===== src/rtl/regfile_param.sv =====
// Two-read/one-write register file with r0 hardwired to zero, a pending-producer scoreboard,
// and a sequential clear engine. Optional write-to-read forwarding under REGFILE_BYPASS_EN.
module regfile_param #(
  parameter  int XLEN = 32,
  parameter  int NREG = 32,
  localparam int AW   = $clog2(NREG)
) (
  input  logic            clk,
  input  logic            rst,
  input  logic            we,
  input  logic [AW-1:0]   waddr,
  input  logic [XLEN-1:0] wdata,
  input  logic [AW-1:0]   ra1,
  input  logic [AW-1:0]   ra2,
  output logic [XLEN-1:0] rd1,
  output logic [XLEN-1:0] rd2,
  input  logic            sb_set,
  input  logic [AW-1:0]   sb_addr,
  output logic            pend1,
  output logic            pend2,
  input  logic            clr_req,
  output logic            clr_busy,
  output logic            dbg_state
);

  typedef enum logic {IDLE = 1'b0, CLEAR = 1'b1} state_t;

  state_t          state, state_next;
  logic [AW-1:0]   counter;
  logic [XLEN-1:0] regs [NREG];
  logic [NREG-1:0] pending;
  logic            wr_acc;
  logic            clr_last;

  assign wr_acc    = we && (waddr != '0) && (state == IDLE);
  assign clr_last  = (counter == AW'(NREG - 1));
  assign dbg_state = (state == CLEAR);

  always_ff @(posedge clk or posedge rst) begin
    if (rst) state <= IDLE;
    else     state <= state_next;
  end

  always_comb begin
    state_next = state;
    clr_busy   = 1'b0;
    case (state)
      IDLE:    if (clr_req) state_next = CLEAR;
      CLEAR: begin
        clr_busy = 1'b1;
        if (clr_last) state_next = IDLE;
      end
      default: state_next = IDLE;
    endcase
  end

  // Counter starts at 1 because r0 is never written; it holds at NREG-1 once the sweep ends.
  always_ff @(posedge clk or posedge rst) begin
    if (rst) begin
      counter <= '0;
    end else if (state == IDLE) begin
      if (clr_req) counter <= AW'(1);
    end else if (!clr_last) begin
      counter <= counter + AW'(1);
    end
  end

  always_ff @(posedge clk or posedge rst) begin
    if (rst) begin
      for (int i = 0; i < NREG; i++) regs[i] <= '0;
    end else if (state == CLEAR) begin
      regs[counter] <= '0;
    end else if (wr_acc) begin
      regs[waddr] <= wdata;
    end
  end

  // A same-edge sb_set is applied after the write clear so the new producer wins.
  always_ff @(posedge clk or posedge rst) begin
    if (rst) begin
      pending <= '0;
    end else if (state == IDLE) begin
      if (clr_req) begin
        pending <= '0;
      end else begin
        if (wr_acc) pending[waddr] <= 1'b0;
        if (sb_set && (sb_addr != '0)) pending[sb_addr] <= 1'b1;
      end
    end
  end

  always_comb begin
    rd1   = (ra1 == '0) ? '0 : regs[ra1];
    rd2   = (ra2 == '0) ? '0 : regs[ra2];
    pend1 = (ra1 != '0) && pending[ra1];
    pend2 = (ra2 != '0) && pending[ra2];
`ifdef REGFILE_BYPASS_EN
    if (wr_acc && (ra1 == waddr)) begin
      rd1   = wdata;
      pend1 = sb_set && (sb_addr == ra1);
    end
    if (wr_acc && (ra2 == waddr)) begin
      rd2   = wdata;
      pend2 = sb_set && (sb_addr == ra2);
    end
`endif
  end

endmodule


===== config.mk =====
export PLATFORM = sky130hd
export DESIGN_NAME = regfile_param
export DESIGN_NICKNAME = d
export VERILOG_FILES = /design/src/rtl/regfile_param.sv
export SDC_FILE = /design/constraint.sdc
export NUM_CORES = 2
export LEC_CHECK = 0
export ABC_AREA = 0
export BUFFER_PORTS_ARGS = -buffer_cell sky130_fd_sc_hd__buf_2
export CORE_AREA = 2 2 464 466
export CTS_BUF_LIST = sky130_fd_sc_hd__clkbuf_8
export DETAILED_ROUTE_END_ITERATION = 8
export DIE_AREA = 0 0 466 468
export GPL_TIMING_DRIVEN = 0
export SLEW_MARGIN = 30
export SYNTH_ARGS = -nofsm -noshare
export SYNTH_HDL_FRONTEND = slang
export SYNTH_SLANG_ARGS = --single-unit

===== constraint.sdc =====
create_clock -name clk -period 34 [get_ports clk]
set_input_delay 1.7 -clock clk [delete_from_list [all_inputs] [get_ports clk]]
set_output_delay 1.7 -clock clk [all_outputs]
set_load 0.02 [all_outputs]

==> results by stage <==
Status:
- The flow ran to the end, and the final reports show no timing, DRC or antenna violations.

Logic synthesis:
- The synthesized netlist occupies a cell area of 55,100 um2.
- After synthesis, the cell types taking the most area are sky130_fd_sc_hd__dfrtp_1 48%, sky130_fd_sc_hd__mux4_2 19%, sky130_fd_sc_hd__a22o_1 16%, sky130_fd_sc_hd__mux2i_1 2.4%, sky130_fd_sc_hd__clkbuf_1 2.3%.
- The area fraction in compound gates after synthesis is 0.220.
- Synthesis produced a netlist with a net count of 4,069.
- The portion of synthesized area spent on multiplexers is 0.226.
- The share of synthesized cell area in full adder, half adder and majority cells is 0.00114.
- After synthesis, the largest family of logic cells by area is multiplexers.
- In this run, synthesis inferred 0 flip-flops with an integrated enable.
- The share of flip-flops with an asynchronous set or reset is 1.00.
- Of the total synthesized cell area, the portion taken by AND, OR, NAND and NOR gates is 0.0269.
- The number of cells produced by synthesis is 4,007.
- The fraction of synthesized cell area in xor and xnor cells is 0.000477.
- Counting distinct cell types in the post-synthesis netlist gives 54.
- In this run the mean area of a mapped cell was 13.7 um2.
- Of the post-synthesis cell area, the dominant cell type holds 0.483.
- For this run, the leading register cell type out of synthesis is sky130_fd_sc_hd__dfrtp_1.
- The post-synthesis register bit count is 1,062.
- The synthesized design spends more area on one cell type than any other, namely sky130_fd_sc_hd__dfrtp_1.
- For this run, the number of Yosys warnings is 0.
- The proportion of synthesized chip area in sequential cells is 0.483.

Routing:
- Once detail routing completed, the nets flagged for antenna violations numbered 0.
- For this block, the routed nets add up to 249,000 um of wire.
- Dividing the detail-routed wire length by the instance count gives 34.0 um.
- For this block, the via count after detailed routing is 45.2k.
- In the routed design, unresolved DRC markers number 0.
- The number of vias per cell is 6.17.
- The initial DRC count is 6,948.
- The first TritonRoute pass finished after 6 iterations.

Finish:
- The layout overhead on the synthesized area is 15.5%.
- The library cell used most frequently in the layout, excluding fill and tap cells, is sky130_fd_sc_hd__dfrtp_1.
- Of the cells placed in the final design, the portion with a size suffix greater than 1 is 0.264.
- The finished layout holds 7,325 standard cells, fillers aside.
- The final-stage net count is 4,391.
- In the layout the commonest cells are 1,062 x sky130_fd_sc_hd__dfrtp_1, 992 x sky130_fd_sc_hd__a22o_1, 462 x sky130_fd_sc_hd__mux4_2.

Power and ir drop:
- Of the total power, registers draw 0.440.
- Across the VDD grid, the largest voltage drop is 48.2 uV.
- The share of power burned in the clock network is 0.321.
- For this design the ratio of total power to cell area is 59.2 nW/um2.
- The share of total power dissipated in combinational logic is 0.239.
- The net switching component of the power is 1.26 mW.
- Of the total power, the share spent switching nets is 0.335.
- The internal cell power is 2.50 mW.
- Summed over all cells, the static leakage comes to 27.5 nW.

Clocking:
- The H-tree level count is 4.
- The number of post-CTS setup repair buffers is 0.
- The clock tree buffer depth is 3.
- The clock tree from TritonCTS is done.
- Counting every sink on the clock net gives 1,062.
- The number of gates resized after CTS is 0.
- Buffers inserted during clock tree synthesis total 180.
- In this run the clock root is driven by a sky130_fd_sc_hd__clkbuf_8.
- After clock tree synthesis, the clock-pin slew on the worst setup and hold paths is 0.06 ns.
- The clock network latency to the later pin of the worst-skew pair is 0.97 ns.
- The number of hold buffers added after CTS is 0.

GRT:
- The initial antenna violation count is 34.
- The total congestion overflow is 0.
- The all-layer global routing usage is 0.223.
- Entering global routing, the biggest net connects 93 pins.
- The first-pass GRT wire length is 349,000 um.
- The via count of the first global-routing pass is 44.6k.

STA:
- In the finished design, the share of the clock period the worst path needs comes to 0.219.
- The maximum frequency from static timing analysis is 135 MHz.
- Measured against its own limit, the worst slew margin works out to 0.219.
- The number of slew-limit violations in the final report is 0.
- For the final database, setup skew stands at 0.0466 ns.
- Summed over all failing endpoints, the final setup total negative slack is 0 ns.
- The worst-margin pin slew is 1.16 ns.
- The clock period could shrink to 7.43 ns.
- The post-layout worst setup margin is 26.57 ns.
- The number of failing setup endpoints in the final timing report is 0.
- The number of hold violations in the final report is 0.
- Setup repair after global routing left no endpoint under its margin.

Floorplanning:
- The die covers 218,000 um2.
- The initial standard-cell utilization of the core is 0.258.
- The number of standard-cell rows in the floorplan is 170.
- The chip height is 468 um.
- The die is 466 um wide.
- The number of placed I/O pins is 125.
- The core outline area is 213,000 um2.

Worst setup path:
- For the worst setup path, the data required time is 32.30 ns.
- Along the worst path, the maximum fanout reaches 10.
- The sort of element at the start of the critical path is an input port.
- On the critical path the largest part of the delay comes from buffers and inverters.
- The kind of critical path is input port to output port.
- The slowest stage of the critical path is the sky130_fd_sc_hd__a311oi_1 cell.
- STA classifies the critical path endpoint as an output port.
- For the worst setup path, the data arrival time is 5.73 ns.
- Among the stages of the critical path, the cell type that occurs most often is sky130_fd_sc_hd__buf_2.
- The worst stage delay on the critical path is 0.97 ns.
- The critical path contains buffers and inverters numbering 7 combined.
- Walking the worst path, the cells encountered are buf_2, inv_1, buf_2, buf_2, clkbuf_1, clkbuf_8, o2111ai_1, a311oi_1, buf_2.

Job:
- The max capacitance violation total is 0.

Place:
- The total of buffers placed on input and output ports is 112.
- The final RePlAce weighted congestion is 1.00.
- Detailed placement ended at an HPWL of 180,000 um.
- The worst slack after detailed placement is 26.36 ns.
- Counting tap cells, the placed design contains a total of 6,984 instances.

Hold path:
- The tightest min-delay check is of the flip-flop to flip-flop type.
cells in the mapped netlist (7+ instances only):
master,instances
sky130_fd_sc_hd__nor2b_1,74
sky130_fd_sc_hd__a2bb2oi_1,26
sky130_fd_sc_hd__mux4_2,462
sky130_fd_sc_hd__a221oi_1,48
sky130_fd_sc_hd__a21oi_1,27
sky130_fd_sc_hd__buf_2,160
sky130_fd_sc_hd__inv_1,31
sky130_fd_sc_hd__a311oi_1,66
sky130_fd_sc_hd__buf_4,12
sky130_fd_sc_hd__nor2_1,29
sky130_fd_sc_hd__clkbuf_1,341
sky130_fd_sc_hd__a211oi_1,66
sky130_fd_sc_hd__o21ai_0,62
sky130_fd_sc_hd__nor2_2,9
sky130_fd_sc_hd__mux2i_1,131
sky130_fd_sc_hd__a22oi_1,66
sky130_fd_sc_hd__a22o_1,992
sky130_fd_sc_hd__o2111ai_1,18
sky130_fd_sc_hd__dfrtp_1,1062
sky130_fd_sc_hd__buf_1,7
sky130_fd_sc_hd__and2_1,40
sky130_fd_sc_hd__mux2_2,67
sky130_fd_sc_hd__nor3_4,8
sky130_fd_sc_hd__a21oi_2,7
sky130_fd_sc_hd__nand2_1,49
sky130_fd_sc_hd__o22ai_1,29
sky130_fd_sc_hd__o21ai_1,59
power groups by stage:
stage	logic (mW)	registers (mW)	clock network (mW)
after floorplan	0.589	1.60	0
after global placement	0.845	1.65	0
after detailed placement	0.869	1.66	0
after CTS	0.872	1.64	1.21
after global routing	0.932	1.67	1.27
final	0.899	1.65	1.21
flip-flops by register name, summed over array words and instances, names as in the netlist:
signal     cells
counter        5
pending       32
dbg_state      1
regs        1024
layout make-up:
type                       count  area (um2)
timing repair buffer         140        1040
fill                       21400      150000
buffer                       522        2240
clock inverter                87         528
sequential                  1062       26600
antenna                       27        67.6
multi-input combinational   2391       26300
clock buffer                 226        3110
inverter                      32         128
tap                         2838        3550
metal layers:
| layer | vias up | track usage | part of all wire |
|---|---|---|---|
| li1 | 17000 | - | - |
| met1 | 23600 | 0.268 | 0.35 |
| met2 | 3735 | 0.326 | 0.44 |
| met3 | 875 | 0.0770 | 0.12 |
| met4 | 4 | 0.177 | 0.088 |
| met5 | - | 0 | 0.000092 |
per-stage QoR:
step | hold slack [ns] | total power [mW] | cell area, um2 | util
after floorplan | 0.467 | 2.19 | 55100 | -
after global placement | 0.485 | 2.50 | 59200 | 0.277
after detailed placement | 0.496 | 2.53 | 59800 | 0.281
after CTS | 0.511 | 3.72 | 63500 | 0.298
after global routing | 0.523 | 3.87 | 63500 | 0.298
final | 0.506 | 3.76 | 63600 | 0.298
path summary, 6_finish.rpt:
check	from	endpoint	slack (ns)	cells past startpoint
min in group asynchronous	rst	regs[953]	0.77	2
min reg2reg	regs[1012]	regs[1012]	0.51	1
max reg2reg	dbg_state	regs[935]	30.67	7
min	regs[1012]	regs[1012]	0.51	1
max	ra2[0]	rd2[8]	26.57	9
max in group asynchronous	rst	regs[166]	31.14	6
kinds of logic after synthesis:
logic type                 after synthesis
DFF                                   1062
buffers and inverters                  554
adders and majority gates                5
AOI/OAI and AO/OA                     1474
and+or+nand+nor                        249
muxes                                  660
xor gates and xnor gates                 3
Power figures use the tool's default switching activity.
